**src/rtl/line_buffer_ctrl.sv**
```systemverilog
// Circular line-buffer sequencer: writes the stream into the oldest of NUM_RAMS line RAMs and
// emits a vertical column of NUM_RAMS+1 pixels per accepted input pixel.
module line_buffer_ctrl #(
  parameter int unsigned DATA_WIDTH = 14,
  parameter int unsigned ADDR_WIDTH = 11,
  parameter int unsigned NUM_RAMS   = 2
) (
  input  logic                                 clk_i,
  input  logic                                 rst_ni,
  input  logic                                 frame_start_i,
  input  logic [ADDR_WIDTH:0]                  line_width_i,
  input  logic                                 pix_valid_i,
  input  logic [DATA_WIDTH-1:0]                pix_data_i,
  output logic                                 pix_ready_o,
  output logic [NUM_RAMS-1:0]                  ram_wr_en_o,
  output logic [ADDR_WIDTH-1:0]                ram_wr_addr_o,
  output logic [DATA_WIDTH-1:0]                ram_wr_data_o,
  output logic                                 ram_rd_en_o,
  output logic [ADDR_WIDTH-1:0]                ram_rd_addr_o,
  input  logic [NUM_RAMS*DATA_WIDTH-1:0]       ram_rd_data_i,
  output logic                                 col_valid_o,
  input  logic                                 col_ready_i,
  output logic [(NUM_RAMS+1)*DATA_WIDTH-1:0]   col_data_o,
  output logic [ADDR_WIDTH-1:0]                col_x_o,
  output logic                                 col_eol_o
);

  localparam int unsigned SelW = (NUM_RAMS > 1) ? $clog2(NUM_RAMS) : 1;
  localparam int unsigned CntW = $clog2(NUM_RAMS + 1);
  localparam logic [ADDR_WIDTH:0] WidthOne = 1;

  typedef enum logic [1:0] {StIdle, StFill, StStream} state_e;

  state_e                r_state, w_state_next;
  logic [ADDR_WIDTH:0]   r_width;
  logic [ADDR_WIDTH-1:0] r_x;
  logic [CntW-1:0]       r_line_cnt;
  logic [SelW-1:0]       r_wr_sel;
  logic                  r_s1_valid;
  logic [DATA_WIDTH-1:0] r_s1_pix;
  logic [ADDR_WIDTH-1:0] r_s1_x;
  logic                  r_s1_eol;
  logic [SelW-1:0]       r_s1_sel;

  logic w_start, w_eol, w_ready, w_accept, w_last_fill;

  assign w_start     = frame_start_i && (line_width_i != '0);
  assign w_eol       = ({1'b0, r_x} == (r_width - WidthOne));
  assign w_last_fill = (r_line_cnt == CntW'(NUM_RAMS - 1));

  always_ff @(posedge clk_i or negedge rst_ni) begin
    if (!rst_ni) begin
      r_state <= StIdle;
    end else begin
      r_state <= w_state_next;
    end
  end

  always_comb begin
    w_state_next = r_state;
    if (w_start) begin
      w_state_next = StFill;
    end else if (r_state == StFill && w_accept && w_eol && w_last_fill) begin
      w_state_next = StStream;
    end
  end

  // RAM enables follow the handshake directly so read data holds across stalls.
  always_comb begin
    w_ready       = (r_state != StIdle) && !frame_start_i && (!r_s1_valid || col_ready_i);
    w_accept      = w_ready && pix_valid_i;
    pix_ready_o   = w_ready;
    ram_wr_en_o   = '0;
    if (w_accept) begin
      ram_wr_en_o[r_wr_sel] = 1'b1;
    end
    ram_wr_addr_o = r_x;
    ram_wr_data_o = pix_data_i;
    ram_rd_en_o   = w_accept;
    ram_rd_addr_o = r_x;
  end

  always_ff @(posedge clk_i or negedge rst_ni) begin
    if (!rst_ni) begin
      r_width    <= '0;
      r_x        <= '0;
      r_line_cnt <= '0;
      r_wr_sel   <= '0;
      r_s1_valid <= 1'b0;
      r_s1_pix   <= '0;
      r_s1_x     <= '0;
      r_s1_eol   <= 1'b0;
      r_s1_sel   <= '0;
    end else if (w_start) begin
      r_width    <= line_width_i;
      r_x        <= '0;
      r_line_cnt <= '0;
      r_wr_sel   <= '0;
      r_s1_valid <= 1'b0;
    end else begin
      if (w_accept) begin
        if (w_eol) begin
          r_x      <= '0;
          r_wr_sel <= (r_wr_sel == SelW'(NUM_RAMS - 1)) ? '0 : r_wr_sel + SelW'(1);
          if (r_line_cnt != CntW'(NUM_RAMS)) begin
            r_line_cnt <= r_line_cnt + CntW'(1);
          end
        end else begin
          r_x <= r_x + ADDR_WIDTH'(1);
        end
      end
      if (w_accept && r_state == StStream) begin
        r_s1_valid <= 1'b1;
        r_s1_pix   <= pix_data_i;
        r_s1_x     <= r_x;
        r_s1_eol   <= w_eol;
        r_s1_sel   <= r_wr_sel;
      end else if (col_ready_i) begin
        r_s1_valid <= 1'b0;
      end
    end
  end

  // Row y-j lives in RAM (sel-j) mod NUM_RAMS; row y-NUM_RAMS is the one just overwritten.
  always_comb begin
    int unsigned idx;
    idx = 0;
    col_data_o = '0;
    col_data_o[DATA_WIDTH-1:0] = r_s1_pix;
    for (int unsigned j = 1; j <= NUM_RAMS; j++) begin
      idx = (int'(r_s1_sel) + NUM_RAMS - j) % NUM_RAMS;
      col_data_o[j*DATA_WIDTH +: DATA_WIDTH] = ram_rd_data_i[idx*DATA_WIDTH +: DATA_WIDTH];
    end
  end

  assign col_valid_o = r_s1_valid;
  assign col_x_o     = r_s1_x;
  assign col_eol_o   = r_s1_eol;

endmodule

```
**config.mk**
```make
export PLATFORM = sky130hd
export DESIGN_NAME = line_buffer_ctrl
export DESIGN_NICKNAME = d
export VERILOG_FILES = /design/src/rtl/line_buffer_ctrl.sv
export SDC_FILE = /design/constraint.sdc
export NUM_CORES = 1
export LEC_CHECK = 0
export BUFFER_PORTS_ARGS = -buffer_cell sky130_fd_sc_hd__buf_2
export CAP_MARGIN = 0
export CORE_MARGIN = 2
export CORE_UTILIZATION = 51
export DETAILED_ROUTE_END_ITERATION = 8
export PLACE_DENSITY = 0.87
export SETUP_SLACK_MARGIN = 0.02
export SLEW_MARGIN = 15
export SYNTH_ARGS = -nofsm -noshare
export SYNTH_HDL_FRONTEND = slang
export SYNTH_SLANG_ARGS = --single-unit
```
**constraint.sdc**
```tcl
create_clock -name clk_i -period 7.2 [get_ports clk_i]
set_input_delay 1.08 -clock clk_i [delete_from_list [all_inputs] [get_ports clk_i]]
set_output_delay 1.08 -clock clk_i [all_outputs]
set_load 0.005 [all_outputs]
```
# After elaboration in Yosys (flattened, before gate mapping)
# Index checks and enable logic that the tools add are counted.
totals:
  regBits: 56
  wordCells: 70
  input_bits: 59
  out_inout_bits: 95
op_classes:
  n_mux: 19
  shift: 2
  bitwise: 1
  addsub: 7
  n_lt_le_gt_ge: 2
  reduce_logical: 22
  eq_ne: 5
  mul: 2
ops:
  columns: ["cell", "count"]
  rows:
  - ["$shiftx A28 B6 Y14", 2]
  - ["$mux W11", 3]
  - ["$mux W2", 7]
  - ["$eq A11 B12 Y1", 1]
  - ["$reduce_bool A12 Y1", 1]
  - ["$sub A12 B1 Y12 const B", 1]
  - ["$add A11 B1 Y11 const B", 1]
  - ["$reduce_bool A2 Y1", 5]
  - ["$logic_and A1 B1 Y1", 9]
  - ["$mul A1 B3 Y4 const B", 2]
  - ["$mux W1", 8]
  - ["$eq A2 B1 Y1 const B", 2]
  - ["$reduce_and A2 Y1", 2]
  - ["$reduce_and A3 Y1", 1]
  - ["$reduce_bool A3 Y1", 1]
  - ["$add A1 B1 Y1 const B", 2]
  - ["$add A2 B1 Y2 const B", 1]
  - ["$eq A2 B2 Y1 const B", 1]
  - ["$logic_not A1 Y1", 2]
  - ["$lt A1 B2 Y1 const B", 1]
  - ["$ne A2 B2 Y1 const B", 1]
  - ["$sub A1 B1 Y1 const B", 2]
  - ["$demux W1 S1", 1]
  - ["$ge A1 B1 Y1 const B", 1]
  - ["2 further kinds", 2]

# Longest topological paths before layout
# Gate-level depths: netlist of the first run.
logic_depth:
  ltp_word: 9
  mapped_depth: 10
  ltp_nobuf: 9

# Worst setup path after synthesis of the first run
# No wires, ideal clock.
synth_timing:
  path_kind: "input to output"
  from: "input port frame_start_i"
  to: "output port ram_wr_en_o[0]"
  path_stages: 4
  setup_slack_ns: 4.163
  arrival_time_ns: 1.957
  n_path_buf: 1
  required_time_ns: 6.120
  cell_sequence: "nor3_1 -> nand2_2 -> clkbuf_1 -> nor2_1"
synth_via:
  elab_chain_cells: 5
synth_lines:
  columns: ["element", "line", "rtl"]
  rows:
  - ["from (decl)", "10", "input logic frame_start_i,"]
  - ["$logic_not A1 Y1", "70", "w_ready = (r_state != StIdle) && !frame_start_i && (!r_s1_valid || col_ready_i);"]
  - ["$logic_and A1 B1 Y1 (2 in series)", "70", null]
  - ["$logic_and A1 B1 Y1", "71", "w_accept = w_ready && pix_valid_i;"]
  - ["$mux W2", "74", "if (w_accept) begin"]
  - ["to (decl)", "15", "output logic [NUM_RAMS-1:0] ram_wr_en_o,"]
# Every way passes these cells.

# Final worst setup path of the first run
layout_timing:
  from: "input port frame_start_i"
  to: "output port ram_rd_en_o"
layout_via:
  elab_chain_cells: 4
layout_lines:
  columns: ["element", "line", "rtl"]
  rows:
  - ["$logic_not A1 Y1", "70", null]
  - ["$logic_and A1 B1 Y1 (2 in series)", "70", null]
  - ["$logic_and A1 B1 Y1", "71", null]
  - ["to (decl)", "18", "output logic ram_rd_en_o,"]
# Every way passes these cells.

==> results of run 1 <==
[power by group through the flow]
stage	clock, W	combinational (W)	sequential (W)
floorplan	0	0.0000641	0.000345
global placement	0	0.000104	0.000349
detailed placement	0	0.000107	0.000350
CTS	0.000178	0.000108	0.000344
global route	0.000192	0.000118	0.000346
finish	0.000176	0.000106	0.000344
[layout by cell type (no fill, tap or decap), types with 3 or more instances in the layout]
cell / count
nand3_1: 4
xnor2_1: 8
o21ai_0: 10
a22o_1: 5
nor4_1: 4
nor3b_1: 7
nor2_1: 10
mux2_2: 65
dfrtp_1: 56
buf_2: 153
and3_1: 7
nor3_1: 8
nor2b_1: 6
mux2i_1: 5
ha_1: 4
a31oi_1: 3
xor2_1: 6
o31ai_1: 5
nand4_1: 3
a21oi_1: 3
nand2_1: 18
clkbuf_8: 5
inv_1: 7
[flip-flops by register name, summed over array words and instances, names as in the netlist, 2 cells and up]
signal,flops
r_line_cnt,2
col_x_o,11
r_s1_pix,14
r_width,12
ram_rd_addr_o,11
r_state,2
[final timing paths]
check	endpoint	depth (start not counted)
max	ram_rd_en_o	5
min	r_s1_pix[13]$_DFFE_PN0P_	1
max reg2reg	ram_rd_addr_o[10]$_DFFE_PN0P_	7
min reg2reg	r_s1_pix[13]$_DFFE_PN0P_	1
max in group asynchronous	ram_rd_addr_o[8]$_DFFE_PN0P_	2
min in group asynchronous	r_width[4]$_DFFE_PN0P_	2
[per-stage QoR]
stage               std cells  instance area (um^2)  power [W]  worst slack, ns
CTS                       505                  4070   0.000631             3.86
floorplan                 304                  3360   0.000410             4.16
global route              505                  4070   0.000656             3.72
global placement          497                  3980   0.000453             3.92
detailed placement        497                  3980   0.000457             3.87
finish                    505                  4070   0.000627             3.84
[final cells by class]
class                      instances  area (um^2)
clock inverter                     2         16.3
timing repair buffer             154          773
fill                             507         2280
inverter                           7         26.3
tap                               77         96.3
clock buffer                       6         72.6
multi-input combinational        203         1680
sequential                        56         1400
[layer usage]
layer  vias up  share of wire (%)  global-route usage, %
li1       1316                  -                      -
met1      1353                 38                   26.1
met2       108                 52                   38.0
met3        15                7.5                   4.28
met4         0                2.5                   7.36
met5         -                  0                      0
[kinds of logic after synthesis]
family / share of synthesized area [%]
mux: 23.3
fa+ha+maj: 1.49
compound gates: 7.07
xor+xnor: 3.65
flops: 41.7
simple gates: 14.6
buf+inv: 8.27
==> flow_summary_export.csv, run 1 <==
group,metric,value,unit
logic_synthesis,synthTopCellsByCount,"mux2_2 (65), dfrtp_1 (56), buf_4 (25)",
logic_synthesis,syn-cell-area,0.00336,mm^2
power_and_ir_drop,p_leak,2.10,nW
floorplanning,rows,29,
power_and_ir_drop,power.switching,0.000175,W
power_and_ir_drop,peakVddDrop,0.000141,V
detailed_routing,route.detailed.drc,0,
detailed_routing,first_pass_iters,4,
logic_synthesis,ys_types,45,
finish,antennaDiodeCount,0,
floorplanning,die_h,85.2,um
sta,slew_violations,0,
global_route,grt_max_degree,57,
setup_path,worstPathRequired,6.12,ns
logic_synthesis,yosys-top-cells-area,"dfrtp_1 (42%), mux2_2 (22%), buf_4 (5.6%), xnor2_1 (2.1%), nand2_1 (2.0%)",
clock_network,cts-htree-levels,2,
setup_path,critical_path.max_fanout,19,
detailed_routing,viasPerCell,5.53,
finish,syn2layout_area_growth,21.1,%
global_route,overflow,0,
setup_path,crit_start,"frame_start_i",
detailed_routing,wire_per_inst,15.8,um
sta,final-hold-violation-count,0,
sta,worst_pin_slew,1.04,ns
finish,nets,490,
logic_synthesis,synth_flop_cell,"dfrtp_1",
logic_synthesis,yosysMostFrequentCell,"mux2_2",
setup_path,max_stage_delay,0.35,ns
sta,finClkSkew,0.00537,ns
detailed_routing,ant_nets,0,
clock_network,cts.path.max_buffers,2,
place,port_buffers,153,
power_and_ir_drop,combPwrFrac,17.0,%
clock_network,cts_root_buf,"clkbuf_8",
logic_synthesis,yosysTopAreaCell,"dfrtp_1",
setup_path,r2r_start,"r_width[3]$_DFFE_PN0P_",
logic_synthesis,syn-num-nets,367,
setup_path,critPathBufInv,3,
logic_synthesis,synth_top_cell_area_share,41.7,%
clock_network,cts_tree,"built",
floorplanning,core,0.00635,mm^2
clock_network,cts_resized,0,
run,drv_cap,0,
clock_network,post_cts_buffers,0,
clock_network,cts.sinks,56,
run_status,outcome,"finished clean",
min_path,worstHoldStart,"r_s1_pix[13]$_DFFE_PN0P_",
sta,setup_tns,0,ns
power_and_ir_drop,seqPwrFrac,54.9,%
floorplanning,chipWidth,85.2,um
finish,fin_util,64.1,%
global_route,grt_first_pass_wirelength,12500,um
detailed_routing,routed_wl,7980,um
setup_path,crit_chain,"buf_2, nor3_1, nand2_2, inv_1, buf_2",
setup_path,critPathLaunchType,"primary input",
floorplanning,start_util,52.9,%
place,dp_hpwl,6050,um
setup_path,worstSetupEndpointType,"output port",
clock_network,cts_hold_buf,0,
setup_path,reg2reg_slack,4.48,ns
finish,drive_above_1_share,55.4,%
sta,hold_ws,0.509,ns
min_path,hold_path.class,"flip-flop to flip-flop",
clock_network,clkTransAtPathRegs,0.10,ns
logic_synthesis,postSynthCellCount,304,
sta,maxSlewHeadroom,31.0,%
place,gp_congestion,0.792,
sta,finalSetupViolations,0,
floorplanning,ios,154,
setup_path,path_class,"primary input to output port",
logic_synthesis,async_flop_share,100,%
setup_path,crit_arrival,2.28,ns
setup_path,crit_path_top_delay_cell,"nor3_1",
logic_synthesis,avgSynthCellArea,11.1,um^2
sta,finalCritPeriodShare,46.7,%
logic_synthesis,ys_seq_elements,56,
clock_network,cts_buffers,5,
setup_path,cpMostUsedCell,"buf_2",
logic_synthesis,ys_seq_area_share,41.7,%
clock_network,clk_latency,0.32,ns
sta,min_period,3.36,ns
floorplanning,dieArea,0.00725,mm^2
sta,rsz0062_at_grt,"false",
sta,clock.fmax,0.298,GHz
global_route,grt_use_total,21.5,%
power_and_ir_drop,swShare,27.9,%
global_route,grt_pass1_vias,2624,
detailed_routing,vias,2792,
power_and_ir_drop,internal_power,0.000452,W
global_route,antenna_found_initial,0,
logic_synthesis,ys_warn_count,0,
power_and_ir_drop,pwr-share-clk,28.1,%
power_and_ir_drop,powerDensity,154,mW/mm^2
logic_synthesis,synth_edf_count,0,
detailed_routing,drtIter0Drc,120,
setup_path,cp_top_family,"simple AND/OR/NAND/NOR gates",
Note: power is estimated with default switching activity, not from simulation.
==> inputs of run 2 (changes only) <==
ABC_AREA = 1   (was unset)
CORE_UTILIZATION = 43   (was 51)
PLACE_DENSITY = 0.78   (was 0.87)
clock period = 2.7 ns   (was 7.2 ns; I/O delays follow)
==> run 2 against run 1 <==
Against the previous run:
- count of clock-buffer cells in the layout fell by 1
- clock skew rose by 0.0036 ns
- largest cell class unchanged
- highest routed layer unchanged
- via count rose by 18%
- global-route usage fell by 3.1 points
- sequential share of layout area fell by 1.9 points
==> flow_summary_export.csv, run 2 <==
group,metric,value,unit
run_status,outcome,"finished clean",
place,placed_area,0.00419,mm^2
detailed_routing,vias,3284,
setup_path,critical_path.max_fanout,12,
finish,drive_above_1_share,36.4,%
logic_synthesis,avgSynthCellArea,7.68,um^2
logic_synthesis,synth_top_cell_area_share,39.9,%
finish,area.sequential,0.00140,mm^2
logic_synthesis,postSynthCellCount,457,
run,drv_cap,0,
sta,slew_violations,0,
detailed_routing,route.detailed.drc,0,
clock_network,cts_buffers,5,
logic_synthesis,async_flop_share,100,%
logic_synthesis,synth_edf_count,0,
detailed_routing,wire_per_inst,12.2,um
setup_path,crit_arrival,2.35,ns
clock_network,cts-htree-levels,2,
finish,n_fill_cell,741,
floorplanning,dieArea,0.00890,mm^2
logic_synthesis,ys_seq_area_share,39.9,%
sta,maxSlewHeadroom,52.9,%
detailed_routing,routed_wl,8380,um
finish,antennaDiodeCount,0,
global_route,grt_use_total,18.4,%
logic_synthesis,yosysTopAreaCell,"dfrtp_1",
place,gp_congestion,0.830,
detailed_routing,ant_nets,0,
finish,reg.largest.list,"r_s1_pix: 14 flops, r_width: 12 flops",
power_and_ir_drop,powerDensity,427,mW/mm^2
global_route,top_usage_layer,"met2",
global_route,grt_max_degree,57,
clock_network,cts_tree,"built",
global_route,antenna_found_initial,0,
logic_synthesis,synthTopCellsByCount,"nand2_1 (113), dfrtp_1 (56), inv_1 (55)",
setup_path,path_class,"flip-flop to flip-flop",
logic_synthesis,syn-cell-area,0.00351,mm^2
clock_network,cts.sinks,56,
sta,clock.fmax,0.467,GHz
logic_synthesis,synth_flop_cell,"dfrtp_1",
global_route,grt_use_met3,3.29,%
global_route,grt_first_pass_wirelength,13000,um
floorplanning,chipWidth,94.3,um
finish,nets,647,
floorplanning,die_h,94.3,um
clock_network,post_cts_buffers,0,
finish,multi_input_area,0.00161,mm^2
global_route,grt_pass1_vias,2880,
finish,final_cell_area,0.00430,mm^2
floorplanning,core,0.00781,mm^2
place,port_buffers,153,
sta,rsz0062_at_grt,"false",
min_path,hold_path.class,"primary input to asynchronous set/reset pin",
setup_path,worstSetupEndpointType,"flip-flop",
sta,worst_pin_slew,0.707,ns
logic_synthesis,yosys-top-cells-area,"dfrtp_1 (40%), nand2_1 (12%), inv_1 (5.9%), buf_4 (5.3%), mux2_2 (5.1%)",
clock_network,cts_resized,0,
detailed_routing,viasPerCell,4.78,
finish,mostFrequentLayoutCells,"buf_2 (153), nand2_1 (113), dfrtp_1 (56), inv_1 (55), nor2_1 (35)",
logic_synthesis,ys_types,34,
sta,final-hold-violation-count,0,
clock_network,cts_hold_buf,0,
sta,finClkSkew,0.00894,ns
clock_network,clk_latency,0.31,ns
logic_synthesis,syn-num-nets,520,
global_route,use_met1,23.5,%
logic_synthesis,ys_seq_elements,56,
place,dp_hpwl,6650,um
clock_network,cts_root_buf,"clkbuf_8",
power_and_ir_drop,p_leak,2.46,nW
finish,largest_reg_flops,14,
sta,setup_tns,0,ns
setup_path,critPathLaunchType,"flip-flop",
finish,mostFrequentLayoutCell,"buf_2",
finish,top_register,"r_s1_pix",
finish,fin_util,55.1,%
floorplanning,start_util,44.9,%
sta,min_period,2.14,ns
setup_path,worstPathRequired,2.90,ns
sta,finalSetupViolations,0,
detailed_routing,drtIter0Drc,183,
logic_synthesis,yosysMostFrequentCell,"nand2_1",
global_route,overflow,0,
power_and_ir_drop,finalPower,0.00184,W
floorplanning,rows,32,
sta,finalCritPeriodShare,79.4,%
clock_network,clkTransAtPathRegs,0.10,ns
clock_network,cts.path.max_buffers,2,
floorplanning,ios,154,
detailed_routing,first_pass_iters,4,
power_and_ir_drop,peakVddDrop,0.000221,V
logic_synthesis,ys_warn_count,0,
finish,syn2layout_area_growth,22.6,%
global_route,use_met2,32.0,%
[run 2: cell count changes after synthesis, moves of 18 or more]
cell     delta
nand2_1    +95
mux2_2     -49
inv_1      +48
nor2_1     +25
o21ai_0    +24
a21oi_1    +18
[run 2: through the flow]
| stage | worst slack (ns) | hold slack [ns] | cells |
|---|---|---|---|
| after floorplan | 0.925 | 0.109 | 457 |
| after global placement | 0.665 | 0.463 | 679 |
| after detailed placement | 0.574 | 0.469 | 679 |
| after CTS | 0.548 | 0.253 | 687 |
| after global routing | 0.328 | 0.289 | 687 |
| final | 0.557 | 0.208 | 687 |
[run 2: cell type report]
type / count / share of cell area [%]
inverters: 60 / 5.29
repair buffers: 161 / 19.2
clock inverters: 3 / 0.989
multi-input cells: 300 / 37.4
clock buffers: 5 / 1.60
well taps: 102 / 2.97
flip-flops and latches: 56 / 32.6
[run 2: final timing paths]
| path | start | endpoint | slack (ns) | cells after the start |
|---|---|---|---|---|
| worst min-delay path | rst_ni | r_width[1]$_DFFE_PN0P_ | 0.21 | 2 |
| worst max-delay path | r_width[0]$_DFFE_PN0P_ | r_line_cnt[1]$_DFFE_PN0P_ | 0.56 | 11 |
| min in group clk_i | line_width_i[11] | r_width[11]$_DFFE_PN0P_ | 0.31 | 3 |
| worst max register to register | r_width[0]$_DFFE_PN0P_ | r_line_cnt[1]$_DFFE_PN0P_ | 0.56 | 11 |
| worst min register to register | col_x_o[6]$_DFFE_PN0P_ | col_x_o[6]$_DFFE_PN0P_ | 0.49 | 2 |
| max in group asynchronous | rst_ni | r_s1_pix[13]$_DFFE_PN0P_ | 2.01 | 2 |
[run 2: metal layers]
layer / up-vias / share of wire, %
li1: 1663 / -
met1: 1493 / 42
met2: 120 / 49
met3: 8 / 7.7
met4: 0 / 1.2
met5: - / 0
[run 2: cell families (layout without fill, tap and decap cells)]
| kind of cell | Yosys count | after routing | synth area share (%) |
|---|---|---|---|
| AO/OA/AOI/OAI | 62 | 62 | 9.56 |
| XOR/XNOR | 14 | 14 | 3.50 |
| adder cells (fa/ha/maj) | 4 | 4 | 1.43 |
| buffers and inverters | 101 | 229 | 14.2 |
| flip-flops | 56 | 56 | 39.9 |
| multiplexers | 16 | 16 | 5.14 |
| AND/OR/NAND/NOR | 204 | 204 | 26.2 |
[run 2: critical path, stage by stage (launching register included)]
cell and delay [ns]:
dfrtp_1 0.44, inv_2 0.11, ha_1 0.23, nand2_1 0.13, o21ai_1 0.22, nand3_1 0.15
nand2_2 0.10, nand3_2 0.10, o21bai_4 0.28, nand3_1 0.15, nand2_1 0.09, nand2_1 0.05
[run 2: power breakdown]
part	internal, W	switching (W)
clock	0.000275	0.000274
sequential	0.000874	0.0000484
combinational	0.000156	0.000209
total	0.00130	0.000531
==> inputs of run 3 (changes only) <==
clock period = 1.8 ns   (was 2.7 ns; I/O delays follow)
==> run 3 against run 2 <==
Against the previous run:
- the flow now finishes with violations (negative setup slack)
- combinational power is 84% higher
- cell area is 9.0% higher
- fmax is 14% higher
- non-clock buffer count is 26 higher
- critical endpoint unchanged
==> flow_summary_export.csv, run 3 (synthesized netlist as in run 2, its figures left out) <==
group,metric,value,unit
place,gp_congestion,0.797,
setup_path,crit_arrival,2.09,ns
floorplanning,dieArea,0.00890,mm^2
finish,drive_above_1_share,43.9,%
detailed_routing,ant_nets,0,
sta,rsz0062_at_grt,"true",
power_and_ir_drop,p_leak,2.62,nW
setup_path,crit_start,"r_width[3]$_DFFE_PN0P_",
sta,worst_pin_slew,0.550,ns
clock_network,cts_buffers,5,
global_route,grt_first_pass_wirelength,14300,um
sta,min_period,1.89,ns
floorplanning,core,0.00781,mm^2
floorplanning,ios,154,
min_path,hold_path.class,"primary input to flip-flop",
power_and_ir_drop,powerDensity,616,mW/mm^2
detailed_routing,wirelength_met1,3780,um
clock_network,cts.path.max_buffers,2,
place,port_buffers,153,
detailed_routing,wire_per_inst,13.0,um
clock_network,cts_tree,"built",
power_and_ir_drop,peakVddDrop,0.000397,V
detailed_routing,dr_wl_met2,4600,um
detailed_routing,viasPerCell,4.82,
finish,nets,673,
run_status,outcome,"finished, violations left",
run_status,violations,"negative setup slack",
sta,layout_setup_ws,-0.0880,ns
setup_path,path_class,"flip-flop to flip-flop",
finish,reg.largest.list,"r_s1_pix: 14 flops, r_width: 12 flops",
setup_path,worstSetupEndpointType,"flip-flop",
finish,top_register,"r_s1_pix",
detailed_routing,vias,3437,
sta,finalCritPeriodShare,105,%
global_route,overflow,0,
clock_network,clkTransAtPathRegs,0.10,ns
finish,fin_cells,713,
finish,mostFrequentLayoutCells,"buf_2 (151), nand2_1 (109), dfrtp_1 (52), inv_1 (51), o21ai_0 (32)",
floorplanning,chipWidth,94.3,um
finish,largest_reg_flops,14,
finish,mostFrequentLayoutCell,"buf_2",
setup_path,critical_path.max_fanout,7,
place,dp.cells,695,
finish,syn2layout_area_growth,33.7,%
detailed_routing,drtIter0Drc,233,
detailed_routing,top_layer_used,"met4",
floorplanning,start_util,44.9,%
sta,maxSlewHeadroom,63.3,%
sta,finalSetupViolations,17,
sta,finClkSkew,0.0103,ns
floorplanning,rows,32,
global_route,grt_pass1_vias,3113,
setup_path,worstPathRequired,2.00,ns
detailed_routing,first_pass_iters,4,
setup_path,reg2reg_slack,-0.09,ns
global_route,grt_use_total,20.1,%
global_route,antenna_found_initial,0,
place,dp_hpwl,6830,um
sta,setup_tns,-0.825,ns
floorplanning,die_h,94.3,um
clock_network,cts.sinks,56,
global_route,grt_max_degree,37,
min_path,worstHoldStart,"line_width_i[11]",
run,drv_cap,0,
setup_path,r2r_start,"r_width[3]$_DFFE_PN0P_",
clock_network,cts_root_buf,"clkbuf_8",
clock_network,clk_latency,0.31,ns
sta,slew_violations,0,
sta,final-hold-violation-count,0,
setup_path,critPathLaunchType,"flip-flop",
detailed_routing,route.detailed.drc,0,
finish,antennaDiodeCount,0,
detailed_routing,routed_wl,9240,um
sta,clock.fmax,0.530,GHz
clock_network,cts-htree-levels,2,
detailed_routing,met3RoutedLength,724,um
## run 3: repair_timing
item	in CTS	in global routing
gates resized for setup	21	26
hold endpoints to repair	22	0
hold buffers	1	0
setup buffers	3	6
pin swaps	11	12
endpoints found under the setup margin	19	19
## run 3: power breakdown
part / switching [W] / leakage [nW] / internal (W)
Combinational: 0.000370 / 1.82 / 0.000303
Sequential: 0.0000663 / 0.745 / 0.00131
Clock: 0.000423 / 0.0541 / 0.000413
## run 3: metrics by stage
step	cell area (um^2)	setup WS, ns	power [W]	hold WS [ns]	utilization, %
after floorplan	3510	0.0255	0.00175	-0.0256	-
after detailed placement	4340	-0.0996	0.00199	0.277	55.5
after CTS	4550	-0.0643	0.00285	0.157	58.3
final	4690	-0.0880	0.00289	0.162	60.1
after global routing	4690	-0.249	0.00305	0.166	60.1
after global placement	4340	-0.0372	0.00197	0.271	55.5
## run 3: routing by layer
metal  track usage, %  vias to the layer above
met5                0                        -
met4             5.19                        0
met3             3.21                       12
met2             35.0                      145
met1             26.1                     1560
li1                 -                     1720
## run 3: worst max-delay path: stages (launching register included)
cell,delay (ns)
dfrtp_2,0.46
nor2_4,0.19
nand2_2,0.09
nor2_4,0.14
nand3_2,0.09
nand2_2,0.10
nand2_1,0.09
inv_2,0.07
nand2_2,0.07
o21bai_4,0.24
nand3_2,0.10
nand2_1,0.09
nand2_1,0.05
## run 3: final timing paths
path	endpoint	cells past startpoint
worst min-delay path	r_width[11]$_DFFE_PN0P_	3
worst max register to register	r_line_cnt[1]$_DFFE_PN0P_	12
worst max-delay path	r_line_cnt[1]$_DFFE_PN0P_	12
worst min register to register	col_x_o[4]$_DFFE_PN0P_	2
min in group asynchronous	ram_rd_addr_o[1]$_DFFE_PN0P_	2
max in group asynchronous	r_s1_pix[13]$_DFFE_PN0P_	3
## run 3: area by class of cell
type / count / area [um^2]
multi-input combinational: 300 / 1730
clock inverter: 3 / 42.5
timing repair buffer: 187 / 1080
tap: 102 / 128
sequential: 56 / 1410
fill: 727 / 3120
clock buffer: 5 / 68.8
inverter: 60 / 228
